`src/rtl/imem_arbiter.sv`:
```
// imem_arbiter: single-port instruction memory shared by the fetch stage and
// the program loader. The loader normally has priority, but after MAX_LD_RUN
// consecutive loader grants with a fetch waiting, the fetch gets one slot.
// Optional feature: define IMEM_ARB_ERR_EN to get a sticky ld_err flag for
// dropped out-of-range loader writes; otherwise ld_err is tied low.
module imem_arbiter #(
  parameter int MAX_LD_RUN  = 4,
  parameter int DEPTH_WORDS = 256,
  localparam int AW = (DEPTH_WORDS > 1) ? $clog2(DEPTH_WORDS) : 1
) (
  input  logic          clk,
  input  logic          rst_n,
  // fetch port
  input  logic          fetch_req,
  input  logic [31:0]   fetch_addr,
  output logic          stall_fetch,
  output logic          fetch_rvalid,
  output logic [31:0]   fetch_rdata,
  // loader port
  input  logic          ld_valid,
  input  logic [31:0]   ld_addr,
  input  logic [31:0]   ld_wdata,
  output logic          ld_ready,
  output logic          ld_err,
  // memory port
  output logic          mem_en,
  output logic          mem_we,
  output logic [AW-1:0] mem_addr,
  output logic [31:0]   mem_wdata,
  input  logic [31:0]   mem_rdata
);

  localparam logic [3:0]  RUN_MAX   = 4'(MAX_LD_RUN);
  localparam logic [29:0] DEPTH_LIM = 30'(DEPTH_WORDS);

  logic [3:0] run_cnt;
  logic       fetch_oor;
  logic       ld_oor;
  logic       grant_ld;
  logic       grant_fetch;
  logic       fetch_oor_q;
  logic [3:0] unused_byte_bits;

  // Byte-offset bits of both addresses are ignored.
  assign unused_byte_bits = {fetch_addr[1:0], ld_addr[1:0]};

  // Arbitration and memory port steering.
  always_comb begin
    fetch_oor   = (fetch_addr[31:2] >= DEPTH_LIM);
    ld_oor      = (ld_addr[31:2] >= DEPTH_LIM);
    // Loader wins while under its run budget, or whenever fetch is idle.
    grant_ld    = ld_valid && ((run_cnt < RUN_MAX) || !fetch_req);
    grant_fetch = fetch_req && !grant_ld;

    stall_fetch = fetch_req && !grant_fetch;
    ld_ready    = grant_ld;
    mem_en      = (grant_ld && !ld_oor) || (grant_fetch && !fetch_oor);
    mem_we      = grant_ld && !ld_oor;
    mem_addr    = grant_ld ? ld_addr[2 +: AW] : fetch_addr[2 +: AW];
    mem_wdata   = ld_wdata;
  end

  // Consecutive loader grants while a fetch is waiting; saturates at the budget.
  always_ff @(posedge clk or negedge rst_n) begin
    if (!rst_n) begin
      run_cnt <= '0;
    end else if (!fetch_req || grant_fetch) begin
      run_cnt <= '0;
    end else if (grant_ld && (run_cnt < RUN_MAX)) begin
      run_cnt <= run_cnt + 4'd1;
    end
  end

  // Read response tracking: valid one cycle after a fetch grant.
  always_ff @(posedge clk or negedge rst_n) begin
    if (!rst_n) begin
      fetch_rvalid <= 1'b0;
      fetch_oor_q  <= 1'b0;
    end else begin
      fetch_rvalid <= grant_fetch;
      fetch_oor_q  <= grant_fetch && fetch_oor;
    end
  end

  // Memory already has one cycle of read latency, so data passes straight
  // through in the response cycle; out-of-range fetches return a NOP (zero).
  assign fetch_rdata = (fetch_rvalid && !fetch_oor_q) ? mem_rdata : '0;

`ifdef IMEM_ARB_ERR_EN
  // Sticky flag for loader writes that were dropped as out of range.
  always_ff @(posedge clk or negedge rst_n) begin
    if (!rst_n) begin
      ld_err <= 1'b0;
    end else if (grant_ld && ld_oor) begin
      ld_err <= 1'b1;
    end
  end
`else
  assign ld_err = 1'b0;
`endif

endmodule

```
`config.mk`:
```
export PLATFORM = sky130hd
export DESIGN_NAME = imem_arbiter
export DESIGN_NICKNAME = d
export VERILOG_FILES = /design/src/rtl/imem_arbiter.sv
export SDC_FILE = /design/constraint.sdc
export NUM_CORES = 1
export LEC_CHECK = 0
export BUFFER_PORTS_ARGS = -buffer_cell sky130_fd_sc_hd__buf_2
export CELL_PAD_IN_SITES_DETAIL_PLACEMENT = 0
export CELL_PAD_IN_SITES_GLOBAL_PLACEMENT = 1
export CORE_ASPECT_RATIO = 0.6
export CORE_MARGIN = 8
export CORE_UTILIZATION = 13
export DETAILED_ROUTE_END_ITERATION = 8
export PLACE_DENSITY = 0.86
export SETUP_SLACK_MARGIN = 0.15
export SLEW_MARGIN = 10
export SYNTH_ARGS = -nofsm -noshare
export SYNTH_HDL_FRONTEND = slang
export SYNTH_SLANG_ARGS = --single-unit
```
`constraint.sdc`:
```
create_clock -name clk -period 2.9 [get_ports clk]
set_clock_uncertainty 0.05 [all_clocks]
set_input_delay 0.29 -clock clk [delete_from_list [all_inputs] [get_ports clk]]
set_output_delay 0.29 -clock clk [all_outputs]
set_load 0.01 [all_outputs]
```
==> results of run 1 <==
==> per-layer routing <==
metal	wire length [um]	up-vias
met3	632	6
met5	0	-
li1	-	569
met1	1380	480
met2	1870	102
met4	55	0
==> cell usage after synthesis <==
cell type / instances
and2_1: 32
and2_4: 1
and3_2: 1
buf_4: 33
buf_6: 1
clkbuf_1: 3
conb_1: 1
dfrtp_1: 6
ha_1: 1
inv_1: 3
mux2_4: 8
nand2_1: 1
nand3_1: 1
nand4_1: 3
nor2_1: 5
nor2b_1: 1
nor4_1: 10
o21a_1: 1
o21ai_2: 1
o31ai_1: 1
o32ai_1: 1
xnor2_1: 1
==> per-stage QoR <==
stage	cells	power (mW)	setup WS (ns)	util, %
floorplan	117	0.207	1.38	-
global placement	312	0.256	1.19	20.9
detailed placement	312	0.259	1.23	20.9
CTS	316	0.485	0.991	22.1
global route	316	0.507	0.926	22.1
finish	316	0.479	1.01	22.1
==> registers in the layout (all words and copies together), names as in the netlist <==
name / count
fetch_rvalid: 1
fetch_oor_q: 1
run_cnt: 4
==> placed cells by master (no fill, tap or decap), types with 2 or more instances in the layout <==
master / instances
buf_2: 140
and2_1: 32
nor4_1: 10
mux2_4: 8
dfrtp_1: 6
nor2_1: 5
inv_1: 3
nand4_1: 3
clkbuf_16: 3
conb_1: 2
==> worst paths after layout <==
kind	startpoint	endpoint	slack (ns)	depth (start not counted)
max in group asynchronous	rst_n	fetch_oor_q	2.27	2
min reg2reg	run_cnt[0]	run_cnt[0]	0.40	1
min	fetch_req	fetch_rvalid	0.33	3
max reg2reg	run_cnt[2]	run_cnt[1]	1.72	3
min in group asynchronous	rst_n	run_cnt[1]	0.38	2
max	run_cnt[2]	mem_addr[0]	1.01	4
==> power groups by stage <==
stage / sequential, mW / clock [mW] / combinational (mW)
3_3_place_gp: 0.0905 / 0 / 0.166
5_1_grt: 0.0899 / 0.232 / 0.185
4_1_cts: 0.0896 / 0.225 / 0.170
6_report: 0.0896 / 0.223 / 0.167
2_1_floorplan: 0.0907 / 0 / 0.116
3_5_place_dp: 0.0905 / 0 / 0.168
==> cell families after synthesis <==
| group | after synthesis |
|---|---|
| other cells | 1 |
| simple gates | 55 |
| compound gates | 4 |
| xor+xnor | 1 |
| buf+inv | 40 |
| mux | 8 |
| flops | 6 |
| fa+ha+maj | 1 |
==> layout make-up <==
cell class	count	area (sq um)
clock buffers	3	75.1
multi-input cells	71	513
well taps	91	114
repair buffers	142	718
fillers	787	5570
inverters	3	11.3
flip-flops and latches	6	150
==> worst max-delay path, cell delays in order, from the launching register on <==
cell and delay, ns:
dfrtp_1 0.41, o21ai_2 0.20, and2_4 0.27, mux2_4 0.31, buf_2 0.14
==> repair_timing <==
item	4_1_cts	5_1_grt
hold endpoints to repair	6	0
setup buffers	0	0
hold buffers	1	0
==> flow_summary.toml, run 1 <==
[outcome]
status = "completed"

[finish]
antenna_cells = 0
layout.nets = 360
area_growth_pct = 68.1
drive_above_1_share_pct = 68.9
fin_area_sq_mm = 0.00158

[route]
drt-total-wl_mm = 3.94
vias_per_cell = 3.66
antenna_left = 0
drc = 0
dr.first_iter.drc_count = 26
vias = 1157
avgRoutedWirePerCell_um = 12.5
first_pass_iters = 3

[grt]
busiest_layer = "met2"
grtUsageMet3_pct = 5.57
overflow = 0
track_usage_pct = 6.85
antenna_found_initial = 0
met1_usage_pct = 6.29
grt_pass1_wl_mm = 5.75
grt_pass1_vias = 1199
grt_max_degree = 33
grt_util_met2_pct = 11.2

[setup_path]
timing.setup.critical_path_class = "register to output pin"
critPathRequiredTime_ns = 2.56
crit_fanout = 10
arrival_ns = 1.55
cp-start-kind = "register"
end_kind = "output pin"

[floorplanning]
io_pins = 210
die_h_um = 81.9
die_w_um = 126
dieArea_sq_mm = 0.0103
core_sq_mm = 0.00715
rows = 24
initial_core_util_pct = 13.2

[clocking]
post_cts_resized = 0
cts_root_buf = "clkbuf_16"
cts.path.max_buffers = 2
cts_tree = "built"
insertion_delay_ns = 0.23
path_clk_slew_ns = 0.03
cts_inserted_buffers = 3
htree_levels = 1
cts.sink_count = 6

[placement]
place_congestion = 0.790
portBuffers = 140
place_hpwl_mm = 3.61
dpl_cell_area_sq_mm = 0.00150

[timing]
rsz0062_at_grt = "false"
period_needed_ns = 1.89
fmax_mhz = 528
slew_viol_final = 0
setup-tns-final_ns = 0
finalHoldViolations = 0
fin_worst_hold_slack_ns = 0.326
setup_viol = 0
finalCritPeriodShare_pct = 65.3

[power_and_ir_drop]
p_comb_share_pct = 34.8
p_per_area_mw_per_mm2 = 303
seq_power_share_pct = 18.7
p_switching_mw = 0.117
p_leak_nw = 0.946
swShare_pct = 24.4
pwr-share-clk_pct = 46.5
max-vdd-ir-drop_uv = 116
power.internal_mw = 0.362

[synth]
synth_area_leaders = "buf_4 (26%), and2_1 (21%), dfrtp_1 (16%), mux2_4 (13%), nor4_1 (6.6%)"
seq_area_frac_synth_pct = 16.0
yosys_warnings = 0
syn_area_sq_um = 941
synth_compound_area_share_pct = 3.46
synth_mux_area_share_pct = 12.8
synth_area_per_cell_sq_um = 8.11
yosys_register_bits = 6
synthAdderAreaFrac_pct = 1.33
synth_top_family_by_area = "simple AND/OR/NAND/NOR gates"
netlist.area_leader.share_pct = 26.3
synth_xor_area_share_pct = 0.931
synthSimpleGateAreaFrac_pct = 35.2
synthCells = 116
synth_cell_types = 22
synth.largest_area_cell = "buf_4"

[min_path]
hp-class = "input port to register"

[flow_run]
drv_cap = 0
(Power assumes the default switching activity.)
==> run 2: changes to the inputs <==
--- a/config.mk
+++ b/config.mk
@@ -10,9 +10,9 @@
 export CELL_PAD_IN_SITES_GLOBAL_PLACEMENT = 1
 export CORE_ASPECT_RATIO = 0.6
 export CORE_MARGIN = 8
-export CORE_UTILIZATION = 13
+export CORE_UTILIZATION = 12
 export DETAILED_ROUTE_END_ITERATION = 8
-export PLACE_DENSITY = 0.86
+export PLACE_DENSITY = 0.8
 export SETUP_SLACK_MARGIN = 0.15
 export SLEW_MARGIN = 10
 export SYNTH_ARGS = -nofsm -noshare
==> constraint.sdc (replaced) <==
create_clock -name clk -period 1.8 [get_ports clk]
set_clock_uncertainty 0.05 [all_clocks]
set_input_delay 0.18 -clock clk [delete_from_list [all_inputs] [get_ports clk]]
set_output_delay 0.18 -clock clk [all_outputs]
set_load 0.01 [all_outputs]
==> run 2 against run 1 <==
Non-clock buffer count grew 3. Via count grew 1.0%. Combinational power grew 78%. Critical path type unchanged. Highest routed layer unchanged.
==> flow_summary.toml, run 2 (synthesis results as in run 1) <==
[outcome]
status = "completed"

[power_and_ir_drop]
seq_power_share_pct = 18.0
p_switching_mw = 0.195
p_leak_nw = 0.981
swShare_pct = 24.4
power.internal_mw = 0.604
p_per_area_mw_per_mm2 = 474
power.total_mw = 0.799
max-vdd-ir-drop_uv = 223
pwr-share-clk_pct = 44.8
p_comb_share_pct = 37.2

[setup_path]
end_kind = "output pin"
cp-start-kind = "register"
critical_path.top_delay_family = "flip-flops"
crit_chain = "o21ai_2, and2_4, mux2_4, buf_6"
cpMaxStageDelayCell = "dfrtp_1"
crit_fanout = 5
critPathRequiredTime_ns = 1.57
timing.setup.critical_path_class = "register to output pin"
regToRegSetupSlack_ns = 0.52
cp_slowest_stage_delay_ns = 0.38
arrival_ns = 1.47
crit_buf_inv = 1

[finish]
drive_above_1_share_pct = 69.9
n_fill_cell = 857
top_regs = "run_cnt x4, fetch_oor_q x1, fetch_rvalid x1"
regMostFlops = "run_cnt"
largest_reg_flops = 4
fin_util_pct = 21.8
antenna_cells = 0
layout.nets = 364
area_growth_pct = 79.1
multi_input_area_sq_um = 529
register_area_sq_um = 150
final_cell_mix = "buf_2 (133), and2_1 (32), nor4_1 (10)"
final_common_cell = "buf_2"

[grt]
track_usage_pct = 6.84
grt_pass1_vias = 1265
grt_pass1_wl_mm = 6.06
antenna_found_initial = 0
overflow = 0
grt_max_degree = 33

[clocking]
cts.sink_count = 6
cts_root_buf = "clkbuf_16"
htree_levels = 1
cts_tree = "built"
insertion_delay_ns = 0.23
path_clk_slew_ns = 0.03
cts.path.max_buffers = 2
cts_inserted_buffers = 3

[route]
first_pass_iters = 2
vias = 1169
drt-total-wl_mm = 4.20
avgRoutedWirePerCell_um = 12.5
drc = 0
antenna_left = 0
dr.first_iter.drc_count = 4
vias_per_cell = 3.47

[timing]
postLayoutSetupSlackWorst_ns = 0.0998
finalHoldViolations = 0
finalCritPeriodShare_pct = 94.5
rsz0062_at_grt = "true"
fmax_mhz = 588
slew_viol_final = 0
setup-tns-final_ns = 0
period_needed_ns = 1.70
fin_worst_hold_slack_ns = 0.238
setup_viol = 0

[floorplanning]
io_pins = 210
die_w_um = 130
die_h_um = 84.6
core_sq_mm = 0.00773
rows = 25
initial_core_util_pct = 12.2
dieArea_sq_mm = 0.0110

[min_path]
hp-class = "input port to register"

[placement]
place_hpwl_mm = 3.73
portBuffers = 140
dp_slack_ns = 0.245
place_congestion = 0.745

[flow_run]
drv_cap = 0
run 2: through the flow:
stage,std cells,instance area [sq um]
floorplan,117,945
global placement,329,1520
detailed placement,329,1520
CTS,337,1680
global route,337,1690
finish,337,1690
run 2: layout make-up:
type | instances | area share, %
Tap cell | 108 | 8.02
Clock buffer | 3 | 4.45
Inverter | 3 | 0.668
Timing Repair Buffer | 145 | 46.5
Multi-Input combinational cell | 72 | 31.4
Sequential cell | 6 | 8.91
run 2: worst paths after layout:
path,from,end,cells past startpoint
setup / recovery,run_cnt[3],mem_addr[1],4
hold / removal,fetch_req,run_cnt[0],3
setup reg to reg,run_cnt[2],fetch_oor_q,4
hold reg to reg,run_cnt[0],run_cnt[0],1
max in group asynchronous,rst_n,fetch_oor_q,2
min in group asynchronous,rst_n,run_cnt[0],2
run 2: worst min-delay path, delay by kind of cell:
family	cells	cell delay, ns
buffers and inverters	1	0.13
and+or+nand+nor	2	0.16
run 2: per-layer routing:
metal / wire length [um] / track usage, % / vias to the layer above / part of all wire (%)
met4: 50 / 2.83 / 0 / 1.2
li1: - / - / 577 / -
met2: 2090 / 12.2 / 91 / 50
met1: 1320 / 5.91 / 497 / 31
met3: 740 / 4.55 / 4 / 18
met5: 0 / 0 / - / 0
run 2: power by group through the flow:
stage                     registers, mW  logic, mW  clock network [mW]
after floorplan                   0.146      0.187                   0
after global placement            0.146      0.269                   0
after detailed placement          0.146      0.273                   0
after CTS                         0.144      0.301               0.368
after global routing              0.145      0.322               0.373
final                             0.144      0.297               0.358
run 2: repair_timing:
item / in CTS / in global routing
resized for setup: 8 / 1
cloned: 1 / 0
hold buffers: 1 / 0
hold endpoints to repair: 6 / 0
setup buffers: 3 / 0
pin swaps: 2 / 1
setup endpoints to repair: 8 / 10
==> run 3: changes to the inputs <==
--- a/config.mk
+++ b/config.mk
@@ -10,9 +10,10 @@
 export CELL_PAD_IN_SITES_GLOBAL_PLACEMENT = 1
 export CORE_ASPECT_RATIO = 0.6
 export CORE_MARGIN = 8
-export CORE_UTILIZATION = 12
+export CORE_UTILIZATION = 13
+export CTS_BUF_LIST = sky130_fd_sc_hd__clkbuf_2
 export DETAILED_ROUTE_END_ITERATION = 8
-export PLACE_DENSITY = 0.8
+export PLACE_DENSITY = 0.86
 export SETUP_SLACK_MARGIN = 0.15
 export SLEW_MARGIN = 10
 export SYNTH_ARGS = -nofsm -noshare
==> run 3 against run 2 <==
Critical path depth is the same. Sequential share of layout area up 0.48 points. Via count rose by 3.3%. Total power decreased by 32%. Sequential cell count stayed put. Die area shrank 6.5%. Register-to-register slack improved by 0.06 ns. Global-route usage grew 0.48 points. Sequential power is essentially flat. Non-clock buffer count increased by 1. Cell count down 4.7%. Clock power is 72% lower. Critical endpoint is now mem_addr[0]. Highest routed layer unchanged.
==> flow_summary.toml, run 3 (synthesis results as in run 1) <==
[outcome]
status = "completed"

[power_and_ir_drop]
power.internal_mw = 0.364
seq_power_share_pct = 26.5
pwr-share-clk_pct = 18.5
max-vdd-ir-drop_uv = 86.5
p_per_area_mw_per_mm2 = 337
p_leak_nw = 0.961
power.total_mw = 0.543
swShare_pct = 33.0
p_switching_mw = 0.179
p_comb_share_pct = 55.0

[flow_run]
drv_cap = 0

[floorplanning]
io_pins = 210
initial_core_util_pct = 13.2
die_w_um = 126
die_h_um = 81.9
rows = 24
dieArea_sq_mm = 0.0103
core_sq_mm = 0.00715

[setup_path]
critPathLaunch = "run_cnt[2]"
end_kind = "output pin"
r2r-end = "fetch_oor_q"
worstReg2RegStart = "run_cnt[2]"
cp-start-kind = "register"
timing.setup.critical_path_class = "register to output pin"
cp_slowest_stage_delay_ns = 0.42
regToRegSetupSlack_ns = 0.58
crit_chain = "o21ai_4, and2_4, mux2_4, buf_6"
arrival_ns = 1.51
critPathRequiredTime_ns = 1.57
r2r_cells = 4
crit_fanout = 5
cpMaxStageDelayCell = "dfrtp_2"

[grt]
grt_max_degree = 33
grt_pass1_vias = 1324
grt_pass1_wl_mm = 6.15
antenna_found_initial = 0
track_usage_pct = 7.32
overflow = 0

[clocking]
htree_levels = 1
cts.path.max_buffers = 2
cts_tree = "built"
path_clk_slew_ns = 0.07
cts.sink_count = 6
cts_root_buf = "clkbuf_2"
cts_inserted_buffers = 3
insertion_delay_ns = 0.24

[finish]
top_regs = "run_cnt x4, fetch_oor_q x1, fetch_rvalid x1"
n_fill_cell = 802
register_area_sq_um = 151
stdcell_count = 321
antenna_cells = 0
fin_util_pct = 22.6
final_cell_mix = "buf_2 (133), and2_1 (32), nor4_1 (10)"
drive_above_1_share_pct = 70.0
largest_reg_flops = 4
regMostFlops = "run_cnt"
area_growth_pct = 71.4
multi_input_area_sq_um = 529
final_common_cell = "buf_2"
layout.nets = 365

[timing]
postLayoutSetupSlackWorst_ns = 0.0610
finalCritPeriodShare_pct = 96.6
setup_viol = 0
fmax_mhz = 575
slew_viol_final = 0
rsz0062_at_grt = "true"
setup-tns-final_ns = 0
period_needed_ns = 1.74
finalHoldViolations = 0

[route]
drt-total-wl_mm = 4.27
vias = 1208
drc = 0
vias_per_cell = 3.76
first_pass_iters = 3
dr.first_iter.drc_count = 38
avgRoutedWirePerCell_um = 13.3
antenna_left = 0

[min_path]
worstHoldEndpoint = "run_cnt[0]"
hp-class = "input port to register"
hold_depth = 3
hold_start = "fetch_req"

[placement]
place_hpwl_mm = 3.69
dp_slack_ns = 0.253
place_congestion = 0.790
dp.cells = 312
portBuffers = 140
## run 3: worst max-delay path, delay by kind of cell, from the launching register on
family / cells / cell delay [ns]
muxes: 1 / 0.32
buffers and inverters: 1 / 0.12
AOI/OAI and AO/OA: 1 / 0.18
and+or+nand+nor: 1 / 0.23
DFF: 1 / 0.42
## run 3: stage by stage
stage	hold slack (ns)	cell area (sq um)
after floorplan	-0.166	945
after global placement	-0.0328	1500
final	0.219	1610
after detailed placement	-0.0333	1500
after global routing	0.233	1610
after CTS	0.207	1590
## run 3: power by group through the flow
| stage | Sequential [mW] | Combinational (mW) | Clock, mW |
|---|---|---|---|
| global placement | 0.146 | 0.267 | 0 |
| global route | 0.144 | 0.327 | 0.113 |
| floorplan | 0.146 | 0.187 | 0 |
| CTS | 0.144 | 0.301 | 0.103 |
| detailed placement | 0.146 | 0.273 | 0 |
| finish | 0.144 | 0.299 | 0.100 |
## run 3: cell type report
cell class | count | share of cell area [%]
clock buffer | 3 | 0.931
sequential | 6 | 9.39
tap | 91 | 7.06
inverter | 3 | 0.698
multi-input combinational | 72 | 32.8
timing repair buffer | 146 | 49.1
## run 3: repair_timing
| item | 4_1_cts | 5_1_grt |
|---|---|---|
| setup endpoints to repair | 8 | 11 |
| hold buffers | 1 | 0 |
| gates resized for setup | 8 | 2 |
| buffers inserted | 2 | 2 |
| hold endpoints to repair | 6 | 0 |
| pin swaps | 2 | 2 |
| gates cloned | 1 | 0 |
## run 3: worst max-delay path by stage
stage / to / depth (start not counted)
finish: mem_addr[0] / 4
global route: mem_addr[0] / 4
CTS: mem_addr[0] / 4
detailed placement: mem_addr[0] / 4
global placement: mem_addr[4] / 4
floorplan: mem_addr[0] / 4
## run 3: per-layer routing
layer  up-vias  track usage (%)  wire length (um)
met5         -                0                 0
met4         0             2.86                53
met3         5             5.25               585
met2       102             12.8              2180
met1       522             6.69              1450
li1        579                -                 -
